`config.mk`:
```
export PLATFORM = sky130hd
export DESIGN_NAME = cpu_mem_port
export DESIGN_NICKNAME = d
export VERILOG_FILES = /design/src/rtl/mem_pkg.sv /design/src/rtl/req_fifo.sv /design/src/rtl/cpu_mem_port.sv
export SDC_FILE = /design/constraint.sdc
export NUM_CORES = 1
export LEC_CHECK = 0
export BUFFER_PORTS_ARGS = -buffer_cell sky130_fd_sc_hd__buf_2
export CAP_MARGIN = 20
export CORE_MARGIN = 3
export CORE_UTILIZATION = 45
export DETAILED_ROUTE_END_ITERATION = 8
export PLACE_DENSITY_LB_ADDON = 0.08
export RECOVER_POWER = 25
export SYNTH_ARGS = -nofsm -noshare
export SYNTH_HDL_FRONTEND = slang
export SYNTH_SLANG_ARGS = --single-unit
```
`constraint.sdc`:
```
create_clock -name sys_clk -period 5.2 [get_ports sys_clk]
set_input_delay 0.78 -clock sys_clk [delete_from_list [all_inputs] [get_ports sys_clk]]
set_output_delay 0.78 -clock sys_clk [all_outputs]
set_load 0.02 [all_outputs]
```
`src/rtl/mem_pkg.sv`:
```
// Shared memory-side types for the DRAM-test master.
// Holds the CPU/cache request and result structs, the bus widths, the
// request-queue entry format and the issue-sequencer state encoding.
package mem_pkg;

    localparam int unsigned ADDR_W = 32;
    localparam int unsigned DATA_W = 32;

    // Request presented to the set-associative cache.
    typedef struct packed {
        logic [ADDR_W-1:0] addr;
        logic [DATA_W-1:0] data;
        logic              rw;     // 1 = write
        logic              valid;
    } cpu_req_type;

    // Cache completion.
    typedef struct packed {
        logic [DATA_W-1:0] data;
        logic              ready;
    } cpu_result_type;

    // One queued core request.
    typedef struct packed {
        logic              we;
        logic [ADDR_W-1:0] addr;
        logic [DATA_W-1:0] wdata;
    } req_entry_t;

    typedef enum logic {
        IDLE = 1'b0,
        WAIT = 1'b1
    } port_state_e;

endpackage

```
`src/rtl/req_fifo.sv`:
```
// Synchronous in-order request queue.
// Ports: sys_clk/rst (async active-high), push/push_entry enqueue,
// pop dequeues the head, head is the oldest entry, full/empty/count status.
module req_fifo
    import mem_pkg::*;
#(
    parameter int unsigned DEPTH = 4
) (
    input  logic                     sys_clk,
    input  logic                     rst,
    input  logic                     push,
    input  req_entry_t               push_entry,
    input  logic                     pop,
    output req_entry_t               head,
    output logic                     full,
    output logic                     empty,
    output logic [$clog2(DEPTH):0]   count
);

    localparam int unsigned PTR_W = $clog2(DEPTH);
    localparam int unsigned CNT_W = PTR_W + 1;

    req_entry_t       mem_q [DEPTH];
    logic [PTR_W-1:0] wr_ptr_q, wr_ptr_d;
    logic [PTR_W-1:0] rd_ptr_q, rd_ptr_d;
    logic [CNT_W-1:0] count_q, count_d;
    logic             push_ok;
    logic             pop_ok;

    assign full    = (count_q == CNT_W'(DEPTH));
    assign empty   = (count_q == '0);
    assign count   = count_q;
    assign head    = mem_q[rd_ptr_q];
    assign push_ok = push && !full;
    assign pop_ok  = pop && !empty;

    // Pointer and occupancy update; pointers wrap naturally at DEPTH.
    always_comb begin
        wr_ptr_d = wr_ptr_q;
        rd_ptr_d = rd_ptr_q;
        count_d  = count_q;
        if (push_ok) begin
            wr_ptr_d = wr_ptr_q + PTR_W'(1);
        end
        if (pop_ok) begin
            rd_ptr_d = rd_ptr_q + PTR_W'(1);
        end
        case ({push_ok, pop_ok})
            2'b10:   count_d = count_q + CNT_W'(1);
            2'b01:   count_d = count_q - CNT_W'(1);
            default: count_d = count_q;
        endcase
    end

    always_ff @(posedge sys_clk or posedge rst) begin
        if (rst) begin
            wr_ptr_q <= '0;
            rd_ptr_q <= '0;
            count_q  <= '0;
        end else begin
            wr_ptr_q <= wr_ptr_d;
            rd_ptr_q <= rd_ptr_d;
            count_q  <= count_d;
        end
    end

    // Storage needs no reset: only entries behind a valid count are ever read.
    always_ff @(posedge sys_clk) begin
        if (push_ok) begin
            mem_q[wr_ptr_q] <= push_entry;
        end
    end

endmodule

```
`src/rtl/cpu_mem_port.sv`:
```
// Request buffer and issue sequencer between the load/store unit and the cache.
// Ports: sys_clk/rst; core side req_valid/req_ready/req_we/req_addr/req_wdata,
// rsp_valid/rsp_rdata for loads; cache side cache_req/cache_res;
// status busy (combinational) and sticky timeout err.
module cpu_mem_port
    import mem_pkg::*;
#(
    parameter int unsigned DEPTH   = 4,
    parameter int unsigned TIMEOUT = 4095
) (
    input  logic                sys_clk,
    input  logic                rst,
    input  logic                req_valid,
    output logic                req_ready,
    input  logic                req_we,
    input  logic [ADDR_W-1:0]   req_addr,
    input  logic [DATA_W-1:0]   req_wdata,
    output logic                rsp_valid,
    output logic [DATA_W-1:0]   rsp_rdata,
    output cpu_req_type         cache_req,
    input  cpu_result_type      cache_res,
    output logic                busy,
    output logic                err
);

    localparam int unsigned CNT_W = $clog2(DEPTH) + 1;
    localparam int unsigned TMO_W = $clog2(TIMEOUT + 1);

    port_state_e       state_q, state_d;
    cpu_req_type       cache_req_q, cache_req_d;
    logic              rsp_valid_q, rsp_valid_d;
    logic [DATA_W-1:0] rsp_rdata_q, rsp_rdata_d;
    logic [TMO_W-1:0]  tmo_cnt_q, tmo_cnt_d;
    logic              err_q, err_d;

    req_entry_t        push_entry;
    req_entry_t        head;
    logic              fifo_full;
    logic              fifo_empty;
    logic [CNT_W-1:0]  fifo_count;
    logic              fifo_pop;

    assign push_entry = '{we: req_we, addr: req_addr, wdata: req_wdata};

    req_fifo #(
        .DEPTH (DEPTH)
    ) u_req_fifo (
        .sys_clk    (sys_clk),
        .rst        (rst),
        .push       (req_valid && req_ready),
        .push_entry (push_entry),
        .pop        (fifo_pop),
        .head       (head),
        .full       (fifo_full),
        .empty      (fifo_empty),
        .count      (fifo_count)
    );

    // Ready comes from the registered count only, so a same-cycle pop never opens a slot.
    assign req_ready = !fifo_full;
    assign busy      = (fifo_count != '0) || (state_q == WAIT);
    assign cache_req = cache_req_q;
    assign rsp_valid = rsp_valid_q;
    assign rsp_rdata = rsp_rdata_q;
    assign err       = err_q;

    // Issue sequencer, timeout counter and load response.
    always_comb begin
        state_d     = state_q;
        cache_req_d = cache_req_q;
        rsp_valid_d = 1'b0;
        rsp_rdata_d = rsp_rdata_q;
        tmo_cnt_d   = tmo_cnt_q;
        err_d       = err_q;
        fifo_pop    = 1'b0;
        case (state_q)
            IDLE: begin
                if (!fifo_empty) begin
                    cache_req_d.addr  = head.addr;
                    cache_req_d.data  = head.wdata;
                    cache_req_d.rw    = head.we;
                    cache_req_d.valid = 1'b1;
                    tmo_cnt_d         = '0;
                    state_d           = WAIT;
                end
            end
            WAIT: begin
                // Counter saturates at TIMEOUT; the request keeps waiting.
                if (tmo_cnt_q != TMO_W'(TIMEOUT)) begin
                    tmo_cnt_d = tmo_cnt_q + TMO_W'(1);
                end
                if (tmo_cnt_d == TMO_W'(TIMEOUT)) begin
                    err_d = 1'b1;
                end
                if (cache_res.ready) begin
                    fifo_pop          = 1'b1;
                    cache_req_d.valid = 1'b0;
                    state_d           = IDLE;
                    if (!cache_req_q.rw) begin
                        rsp_valid_d = 1'b1;
                        rsp_rdata_d = cache_res.data;
                    end
                end
            end
            default: state_d = IDLE;
        endcase
    end

    always_ff @(posedge sys_clk or posedge rst) begin
        if (rst) begin
            state_q     <= IDLE;
            cache_req_q <= '0;
            rsp_valid_q <= 1'b0;
            rsp_rdata_q <= '0;
            tmo_cnt_q   <= '0;
            err_q       <= 1'b0;
        end else begin
            state_q     <= state_d;
            cache_req_q <= cache_req_d;
            rsp_valid_q <= rsp_valid_d;
            rsp_rdata_q <= rsp_rdata_d;
            tmo_cnt_q   <= tmo_cnt_d;
            err_q       <= err_d;
        end
    end

endmodule

```
==> metrics.csv, run 1 <==
metric,value,unit
"slowest stage cell, crit path",nor4_1,
routed len/inst,21.2,microns
sequential area share after synthesis,0.757,
overall die width,184,microns
critical path startpoint category,flop,
CTS-repair resized insts,0,
"Clk pin slew, worst setup/hold paths",0.05,ns
"flops & latches, synth",380,
cell count after synthesis,688,
Net Sw Frac,0.305,
Clock Sinks,380,
number of global-route vias before repair,7655,
"Clk Latency, worst-skew pair",0.53,ns
Place WS,2.79,ns
initial DRC count,391,
Multi-input gate area,0.00329,sq mm
crit-path max FO,19,
Core ar.,0.0309,sq mm
Final Worst Setup Slack,2.22,ns
Switch Pwr,0.00320,W
post-route antenna net violation count,0,
Num CTS Buffers,42,
Worst path max stage delay,0.64,ns
"most common cell after layout, fill and taps aside",edfxtp_1,
crit end category,output port,
async set-or-reset flop fraction in the synthesized netlist,0.316,
I/O pin count,203,
Synth area leaders,"edfxtp_1 55%, dfrtp_1 21%, mux4_2 10%",
hold buffers post-CTS,0,
initial antenna violation count,2,
Residual DRC,0,
arrival time worst endpoint,2.20,ns
Die ar.,0.0339,sq mm
Starting Density,0.462,
most frequent cells in the layout,"260 x edfxtp_1, 144 x buf_2, 118 x dfrtp_1",
final-layout fill cell count,2442,
status,completed,
f_max,336,MHz
vias per cell,5.31,
Total GRT Usage,0.170,
Post-Syn Area,0.0143,sq mm
GPL Wtd Cong,0.871,
RSZ-0062 raised after global routing,no,
Clk pwr share,0.271,
CP top delay family,simple AND/OR/NAND/NOR gates,
Syn Nets,796,
Flop pwr share,0.442,
vias,7135,
Ant. Diodes,0,
storage element area,0.0108,sq mm
Final TNS setup,0,ns
Synth Flop Type,edfxtp_1,
CTS root buffer,clkbuf_16,
crit path time final,2.98,ns
post-CTS setup buffers,0,
Pleak,6.32,nW
first-pass GRT wire length,44300,microns
Comb pwr share,0.287,
skew final,0.0167,ns
Syn. warnings,0,
"area leader, netlist",edfxtp_1,
Setup-failing EPs final,0,
largest net degree at the start of global routing,67,
share of layout cells above drive strength 1,0.415,
Rel. slew slack,0.287,
"EDFF count, synth",260,
post-synth cell types,42,
DP HPWL,17200,microns
Internal,0.00729,W
total iterations of the first detailed-routing run,5,
fin crit share,0.572,
Power Dens Cells,613,mW/mm^2
worst hold-check path type,in -> async,
CP required,4.42,ns
Worst Setup Path Type,reg -> out,
VDD IR-drop max,0.287,mV
Area Growth Syn to Fin,19.9,%
Least-Margin Pin Slew,1.07,ns
Synth top area share,0.547,
Layout Cells excl Fill,1344,
post-layout net count,1023,
placed cells,1267,
Syn Area/Cell,20.7,sq um
CP cell instances,nor4_1 -> inv_1 -> buf_2,
fin. max-slew vios,0,
CTS tree,yes,
Die H,184,microns
CP bufs+invs,2,
Hold Fails Final Rpt,0,
grt ovf,0,
H-tree Lvls,2,
max_cap viols,0,
Finished Core Util,0.553,
Routed WL,28500,microns
clk buf depth,3,
FP Rows,64,
number of I/O port buffers,202,
[cell families (layout without fill, tap and decap cells)]
kind of cell | count (synthesis) | in the layout | synth area share
xor+xnor | 7 | 7 | 0.00430
buf+inv | 42 | 302 | 0.0146
flops | 380 | 380 | 0.757
simple gates | 53 | 53 | 0.0188
mux | 166 | 166 | 0.182
compound gates | 33 | 33 | 0.0164
fa+ha+maj | 7 | 7 | 0.00666
[synth_stat cells (all sizes together) (2+ instances only)]
library cell	number
xnor2	3
mux2	98
and2	2
a31oi	3
edfxtp	260
and4	3
o21ai	6
a41o	2
inv	12
a21oi	8
a22o	2
clkbuf	10
a311oi	3
mux2i	3
xor2	4
nand4	3
dfrtp	120
nand2	15
nor3	3
and3	8
nor2	11
ha	6
mux4	65
buf	20
nand3	5
[stage by stage]
stage                     power, W  area (sq um)  hold WS (ns)
after floorplan            0.00671         14300         0.485
after global placement     0.00766         15700         0.483
after detailed placement   0.00781         15800         0.490
after CTS                   0.0107         17200         0.354
after global routing        0.0111         17100         0.372
final                       0.0105         17100         0.332
[layout make-up]
| cell class | count | share of cell area |
|---|---|---|
| clock buffer | 66 | 0.0744 |
| clock inverter | 11 | 0.00512 |
| inverter | 12 | 0.00278 |
| multi-input combinational | 266 | 0.192 |
| sequential | 380 | 0.632 |
| tap | 396 | 0.0290 |
| timing repair buffer | 213 | 0.0644 |
[flip-flops by register name, summed over array words and instances, names as in the netlist]
register	count
u_req_fifo.wr_ptr_q	2
cache_req	66
tmo_cnt_q	12
u_req_fifo.count	3
u_req_fifo.rd_ptr_q	2
err	1
u_req_fifo.mem_q	260
rsp_rdata	32
state_q	1
rsp_valid	1
[path summary, 6_finish.rpt]
kind,start,to,slack (ns),cells past startpoint
min reg2reg,cache_req[53]$_DFFE_PP0P_,cache_req[53]$_DFFE_PP0P_,0.50,1
max in group asynchronous,rst,cache_req[48]$_DFFE_PP0P_,3.78,3
min,rst,rsp_rdata[20]$_DFFE_PP0P_,0.33,2
max reg2reg,state_q$_DFF_PP0_,u_req_fifo.count[2]$_DFFE_PP0P_,2.90,8
max,state_q$_DFF_PP0_,busy,2.22,3
min in group sys_clk,cache_res[0],state_q$_DFF_PP0_,0.47,2
[power groups by stage]
stage	Sequential, W	Clock (W)	Combinational, W
after floorplan	0.00497	0	0.00174
after global placement	0.00468	0	0.00299
after detailed placement	0.00471	0	0.00310
after CTS	0.00465	0.00293	0.00310
after global routing	0.00475	0.00306	0.00326
final	0.00463	0.00285	0.00301
[worst register-to-register path, stage by stage, from the launching register on]
cell and delay (ns):
dfrtp_1 0.72, nand2_1 0.17, nor2_1 0.24, ha_1 0.22, inv_1 0.06, fa_1 0.37, xor2_1 0.16, nor2_1 0.12
xor2_1 0.16
[metal layers]
layer | vias up | GRT usage | wire [microns]
met5 | - | 0 | 28
met4 | 4 | 0.0387 | 462
met3 | 41 | 0.0450 | 2020
met2 | 221 | 0.277 | 13900
met1 | 3673 | 0.234 | 12100
li1 | 3196 | - | -
Power figures use the tool's default switching activity.
==> inputs of run 2 (changes only) <==
==> constraint.sdc (replaced) <==
create_clock -name sys_clk -period 2.99 [get_ports sys_clk]
set_input_delay 0.4485 -clock sys_clk [delete_from_list [all_inputs] [get_ports sys_clk]]
set_output_delay 0.4485 -clock sys_clk [all_outputs]
set_load 0.02 [all_outputs]
==> run 2 against run 1 <==
Die area unchanged. First-iteration DRC count is 1.5% higher. Power up 73%. Sequential power increased by 71%. Critical path depth stayed put. Non-clock buffer count is 7 higher. Register-to-register slack got worse by 2.3 ns. Clock power increased by 69%. Worst setup slack worse by 1.9 ns.
==> metrics.csv, run 2 (synthesized netlist as in run 1, its figures left out) <==
metric,value,unit,change
initial antenna violation count,3,,+1
I/O pin count,203,,unchanged
worst hold-check path type,in -> async,,
status,completed,,
Place WS,0.644,ns,-2.15 ns
post-CTS setup buffers,0,,unchanged
largest reg by FF count,u_req_fifo.mem_q,,
RSZ-0062 raised after global routing,no,,
"most common cell after layout, fill and taps aside",edfxtp_1,,
Ant. Diodes,0,,unchanged
crit end category,output port,,
H-tree Lvls,2,,unchanged
hold buffers post-CTS,0,,unchanged
"Clk pin slew, worst setup/hold paths",0.06,ns,about the same
Total GRT Usage,0.170,,+0.000351
CTS root buffer,clkbuf_16,,
"slowest stage cell, crit path",nor4_1,,
initial DRC count,397,,+1.5%
first-pass GRT wire length,44700,microns,+0.93%
CTS-repair resized insts,0,,unchanged
VDD IR-drop max,0.672,mV,+130%
Reg2Reg Depth,8,,unchanged
CTS tree,yes,,
DP HPWL,17800,microns,+3.2%
Routed WL,28300,microns,-0.61%
arrival time worst endpoint,2.19,ns,about the same
total iterations of the first detailed-routing run,5,,unchanged
GPL Wtd Cong,0.842,,-3.3%
skew final,0.0221,ns,+0.00540 ns
crit-path max FO,19,,unchanged
largest net degree at the start of global routing,71,,+6.0%
CP cell instances,nor4_1 -> inv_1 -> buf_2,,
Clock Sinks,380,,unchanged
share of layout cells above drive strength 1,0.414,,about the same
Core ar.,0.0309,sq mm,unchanged
"Clk Latency, worst-skew pair",0.52,ns,about the same
Die ar.,0.0339,sq mm,unchanged
vias,7195,,+0.84%
fin. max-slew vios,0,,unchanged
Area Growth Syn to Fin,20.0,%,
Hold Fails Final Rpt,0,,unchanged
Reg2Reg Setup Slack,0.61,ns,-2.29 ns
Worst Setup Path Type,reg -> out,,
Final TNS setup,0,ns,unchanged
most frequent cells in the layout,"260 x edfxtp_1, 144 x buf_2, 118 x dfrtp_1",,
critical path startpoint category,flop,,
Pleak,6.33,nW,+0.14%
number of global-route vias before repair,7867,,+2.8%
Final Worst Setup Slack,0.351,ns,-1.87 ns
max FFs per register,260,,unchanged
Finished Core Util,0.554,,+0.000850
placed cells,1274,,+0.55%
crit path time final,2.64,ns,
Residual DRC,0,,unchanged
CP required,2.54,ns,-1.88 ns
f_max,379,MHz,
routed len/inst,21.0,microns,-0.98%
post-route antenna net violation count,0,,unchanged
clk buf depth,3,,unchanged
Setup-failing EPs final,0,,unchanged
grt ovf,0,,unchanged
Starting Density,0.462,,unchanged
Num CTS Buffers,41,,-2.4%
FP Rows,64,,unchanged
overall die width,184,microns,unchanged
Critical R2R Capture,u_req_fifo.count[2]$_DFFE_PP0P_,,
max_cap viols,0,,unchanged
fin crit share,0.883,,
reg2reg start,state_q$_DFF_PP0_,,
hold slack,0.0252,ns,-0.307 ns
Die H,184,microns,unchanged
Layout Cells excl Fill,1349,,+0.37%
Rel. slew slack,0.285,,-0.00255
Least-Margin Pin Slew,1.07,ns,+0.00382 ns
Power Dens Cells,1060,mW/mm^2,+73%
vias per cell,5.33,,+0.47%
post-layout net count,1029,,+0.59%
number of I/O port buffers,202,,unchanged
Worst path max stage delay,0.64,ns,about the same
## run 2: critical path: cells and delay by family, from the launching register on
family	cells	cell delay [ns]
flip-flops	1	0.60
AND/OR/NAND/NOR	1	0.64
buffers and inverters	2	0.44
## run 2: stage by stage
stage / power [W] / instance area [sq um]
global route: 0.0192 / 17100
finish: 0.0182 / 17100
CTS: 0.0185 / 17200
floorplan: 0.0117 / 14300
global placement: 0.0134 / 15900
detailed placement: 0.0136 / 15900
## run 2: report_power, final
group	switching, W	total [W]	internal (W)
clock network	0.00190	0.00483	0.00293
registers	0.000712	0.00792	0.00720
logic	0.00291	0.00543	0.00252
total	0.00552	0.0182	0.0127
## run 2: final cells by class
cell class | count | area, sq um
Fill cell | 2435 | 13800
Timing Repair Buffer | 220 | 1160
Clock inverter | 9 | 82.6
Inverter | 12 | 48.8
Multi-Input combinational cell | 266 | 3290
Sequential cell | 380 | 10800
Tap cell | 396 | 495
Clock buffer | 66 | 1240
## run 2: worst max-delay path by stage
| stage | depth (start not counted) | slack (ns) | to | startpoint |
|---|---|---|---|---|
| after floorplan | 3 | 0.23 | u_req_fifo.mem_q[0][0]$_DFFE_PP_ | u_req_fifo.count[0]$_DFFE_PP0P_ |
| after global placement | 8 | 0.76 | u_req_fifo.count[2]$_DFFE_PP0P_ | state_q$_DFF_PP0_ |
| after detailed placement | 8 | 0.64 | u_req_fifo.count[2]$_DFFE_PP0P_ | state_q$_DFF_PP0_ |
| after CTS | 3 | 0.34 | busy | state_q$_DFF_PP0_ |
| after global routing | 3 | 0.08 | busy | state_q$_DFF_PP0_ |
| final | 3 | 0.35 | busy | state_q$_DFF_PP0_ |
## run 2: per-layer routing
| layer | up-vias | track usage | share of wire | wire length [microns] |
|---|---|---|---|---|
| li1 | 3218 | - | - | - |
| met3 | 50 | 0.0442 | 0.071 | 2020 |
| met5 | - | 0 | 0.0014 | 41 |
| met1 | 3679 | 0.220 | 0.41 | 11500 |
| met2 | 242 | 0.292 | 0.50 | 14200 |
| met4 | 6 | 0.0408 | 0.018 | 512 |
==> inputs of run 3 (changes only) <==
--- a/config.mk
+++ b/config.mk
@@ -7,6 +7,7 @@
 export LEC_CHECK = 0
 export BUFFER_PORTS_ARGS = -buffer_cell sky130_fd_sc_hd__buf_2
 export CAP_MARGIN = 20
+export CORE_ASPECT_RATIO = 1.4
 export CORE_MARGIN = 3
 export CORE_UTILIZATION = 45
 export DETAILED_ROUTE_END_ITERATION = 8
@@ -14,4 +15,5 @@
 export RECOVER_POWER = 25
 export SYNTH_ARGS = -nofsm -noshare
 export SYNTH_HDL_FRONTEND = slang
+export SYNTH_HIERARCHICAL = 1
 export SYNTH_SLANG_ARGS = --single-unit
==> run 3 against run 2 <==
Via count increased by 0.89%. Worst setup slack better by 0.22 ns. Largest cell class unchanged. Global-route usage is 0.50 points higher. Flip-flop and latch count is the same. Power fell by 0.39%. Sequential power rose by 2%. Sequential share of layout area is 0.29 points lower.
==> metrics.csv, run 3 <==
metric,value,unit,change
status,completed,,
Clock Sinks,380,,unchanged
routed len/inst,21.7,microns,+3.4%
I/O pin count,203,,unchanged
crit-path max FO,7,,-12
CP required,3.43,ns,+0.89 ns
Rel. slew slack,0.421,,+0.136
number of global-route vias before repair,8065,,+2.5%
cell count after synthesis,703,,+2.2%
number of I/O port buffers,202,,unchanged
CTS root buffer,clkbuf_16,,
Core ar.,0.0317,sq mm,+2.5%
"area leader, netlist",edfxtp_1,,
largest reg by FF count,u_req_fifo/mem_q,,
"EDFF count, synth",260,,unchanged
most frequent cell after synthesis,edfxtp_1,,
"most common cell after layout, fill and taps aside",edfxtp_1,,
fin. max-slew vios,0,,unchanged
number of stages on the worst setup path,10,,+7
worst hold-check path type,in -> reg,,
post-synth cell types,50,,+19%
Residual DRC,0,,unchanged
overall die width,158,microns,-14%
Area Growth Syn to Fin,18.4,%,
vias,7259,,+0.89%
DP HPWL,18900,microns,+6.4%
Routed WL,29500,microns,+4.2%
Starting Density,0.459,,-0.00322
Synth Flop Type,edfxtp_1,,
CP bufs+invs,2,,unchanged
Reg2Reg Depth,10,,+2
vias per cell,5.34,,+0.15%
CTS tree,yes,,
Num CTS Buffers,38,,-7.3%
Power Dens Cells,1050,mW/mm^2,-0.85%
Max Used Layer,met4,,
clk buf depth,3,,unchanged
arrival time worst endpoint,2.86,ns,+0.67 ns
CP top delay family,simple AND/OR/NAND/NOR gates,,
"Clk Latency, worst-skew pair",0.52,ns,about the same
Place WS,0.602,ns,-0.0420 ns
Commonest cells post-synth,"260 x edfxtp_1, 120 x dfrtp_1, 98 x mux2_2",,
CP cell instances,nor3b_1 -> nor2b_1 -> nor2b_1 -> inv_1 -> ha_1 -> inv_1 -> fa_1 -> xor2_1 -> nor2_1 -> xor2_1,,
Final TNS setup,0,ns,unchanged
Worst Setup Path Type,reg -> reg,,
largest net degree at the start of global routing,61,,-14%
"slowest stage cell, crit path",dfrtp_1,,
initial DRC count,440,,+11%
GPL Wtd Cong,0.772,,-8.4%
fin crit share,0.809,,-0.0738
Post-Syn Area,0.0145,sq mm,+1.8%
async set-or-reset flop fraction in the synthesized netlist,0.316,,unchanged
most frequent cells in the layout,"260 x edfxtp_1, 146 x buf_2, 118 x dfrtp_1",,
Die ar.,0.0345,sq mm,+1.9%
grt ovf,0,,unchanged
H-tree Lvls,2,,unchanged
"flops & latches, synth",380,,unchanged
VDD IR-drop max,0.577,mV,-14%
crit end category,flop,,
FP Rows,77,,+20%
initial antenna violation count,1,,-2
Worst path max stage delay,0.44,ns,-0.20 ns
share of layout cells above drive strength 1,0.426,,+0.0113
Pleak,6.36,nW,+0.53%
Syn. warnings,6,,+6
sequential area share after synthesis,0.744,,-0.0136
M1 WL,11600,microns,+0.33%
critical path startpoint category,flop,,
Least-Margin Pin Slew,0.867,ns,-0.206 ns
Final Worst Setup Slack,0.572,ns,+0.221 ns
crit path time final,2.42,ns,-0.221 ns
Synth top area share,0.537,,-0.00984
Hold Path Cell Cnt,1,,
Synth area leaders,"edfxtp_1 54%, dfrtp_1 21%, mux4_2 10%",,
total iterations of the first detailed-routing run,4,,-1
post-route antenna net violation count,0,,unchanged
Total GRT Usage,0.175,,+0.00503
first-pass GRT wire length,46200,microns,+3.2%
Syn Nets,811,,+1.9%
hold slack,0.155,ns,+0.130 ns
Hold Fails Final Rpt,0,,unchanged
Syn Area/Cell,20.7,sq um,-0.34%
Die H,219,microns,+19%
"Clk pin slew, worst setup/hold paths",0.06,ns,about the same
RSZ-0062 raised after global routing,no,,
metal3 WL,1880,microns,-7.0%
wire length on met2,15400,microns,+8.3%
post-layout net count,1042,,+1.3%
f_max,414,MHz,+9.1%
Setup-failing EPs final,0,,unchanged
skew final,0.0155,ns,-0.00656 ns
max FFs per register,260,,unchanged
max_cap viols,0,,unchanged
## run 3: kinds of logic after synthesis
| kind of cell | synth area share |
|---|---|
| xor gates and xnor gates | 0.00482 |
| buffers and inverters | 0.0246 |
| and+or+nand+nor | 0.0247 |
| DFF | 0.744 |
| adders and majority gates | 0.00654 |
| muxes | 0.179 |
| AOI/OAI and AO/OA | 0.0169 |
## run 3: worst paths after layout
check | startpoint | to | slack [ns]
min | req_addr[18] | u_req_fifo/mem_q[2][50]$_DFFE_PP_ | 0.15
max reg2reg | u_req_fifo/count[0]$_DFFE_PP0P_ | u_req_fifo/count[2]$_DFFE_PP0P_ | 0.57
max | u_req_fifo/count[0]$_DFFE_PP0P_ | u_req_fifo/count[2]$_DFFE_PP0P_ | 0.57
min reg2reg | err$_DFFE_PP0P_ | err$_DFFE_PP0P_ | 0.47
min in group asynchronous | rst | u_req_fifo/wr_ptr_q[0]$_DFFE_PP0P_ | 0.44
max in group asynchronous | rst | cache_req[29]$_DFFE_PP0P_ | 1.60
## run 3: stage by stage
step	instance area (sq um)	power, W	instances	utilization
finish	17200	0.0181	1359	0.543
global route	17200	0.0191	1359	0.543
CTS	17300	0.0185	1358	0.545
detailed placement	16100	0.0138	1288	0.507
global placement	16100	0.0136	1288	0.507
floorplan	14500	0.0119	703	-
## run 3: cell type report
cell class | count | area [sq um]
fill | 2530 | 14500
multi-input combinational | 271 | 3380
antenna | 1 | 2.50
clock buffer | 54 | 1100
clock inverter | 15 | 108
timing repair buffer | 226 | 1240
inverter | 17 | 67.6
tap | 395 | 494
sequential | 380 | 10800
## run 3: layer usage
metal,global-route usage,vias to the layer above
met2,0.307,220
li1,-,3246
met3,0.0420,41
met1,0.216,3752
met5,0,-
met4,0.0509,0
## run 3: where the power goes
group,switching (W),internal [W]
combinational,0.00292,0.00258
sequential,0.000824,0.00723
clock,0.00190,0.00266
## run 3: what timing repair did
| action | 4_1_cts | 5_1_grt |
|---|---|---|
| hold endpoints to repair | 7 | 0 |
| hold buffers | 1 | 0 |
| gates resized for setup | 0 | 0 |
| setup buffers | 0 | 0 |
## run 3: worst reg2reg max path, delay by kind of cell (launching register included)
kind                     cells  cell delay (ns)
AND/OR/NAND/NOR              4             0.81
XOR/XNOR                     2             0.31
buffers and inverters        2             0.17
flip-flops                   1             0.44
adder cells (fa/ha/maj)      2             0.62
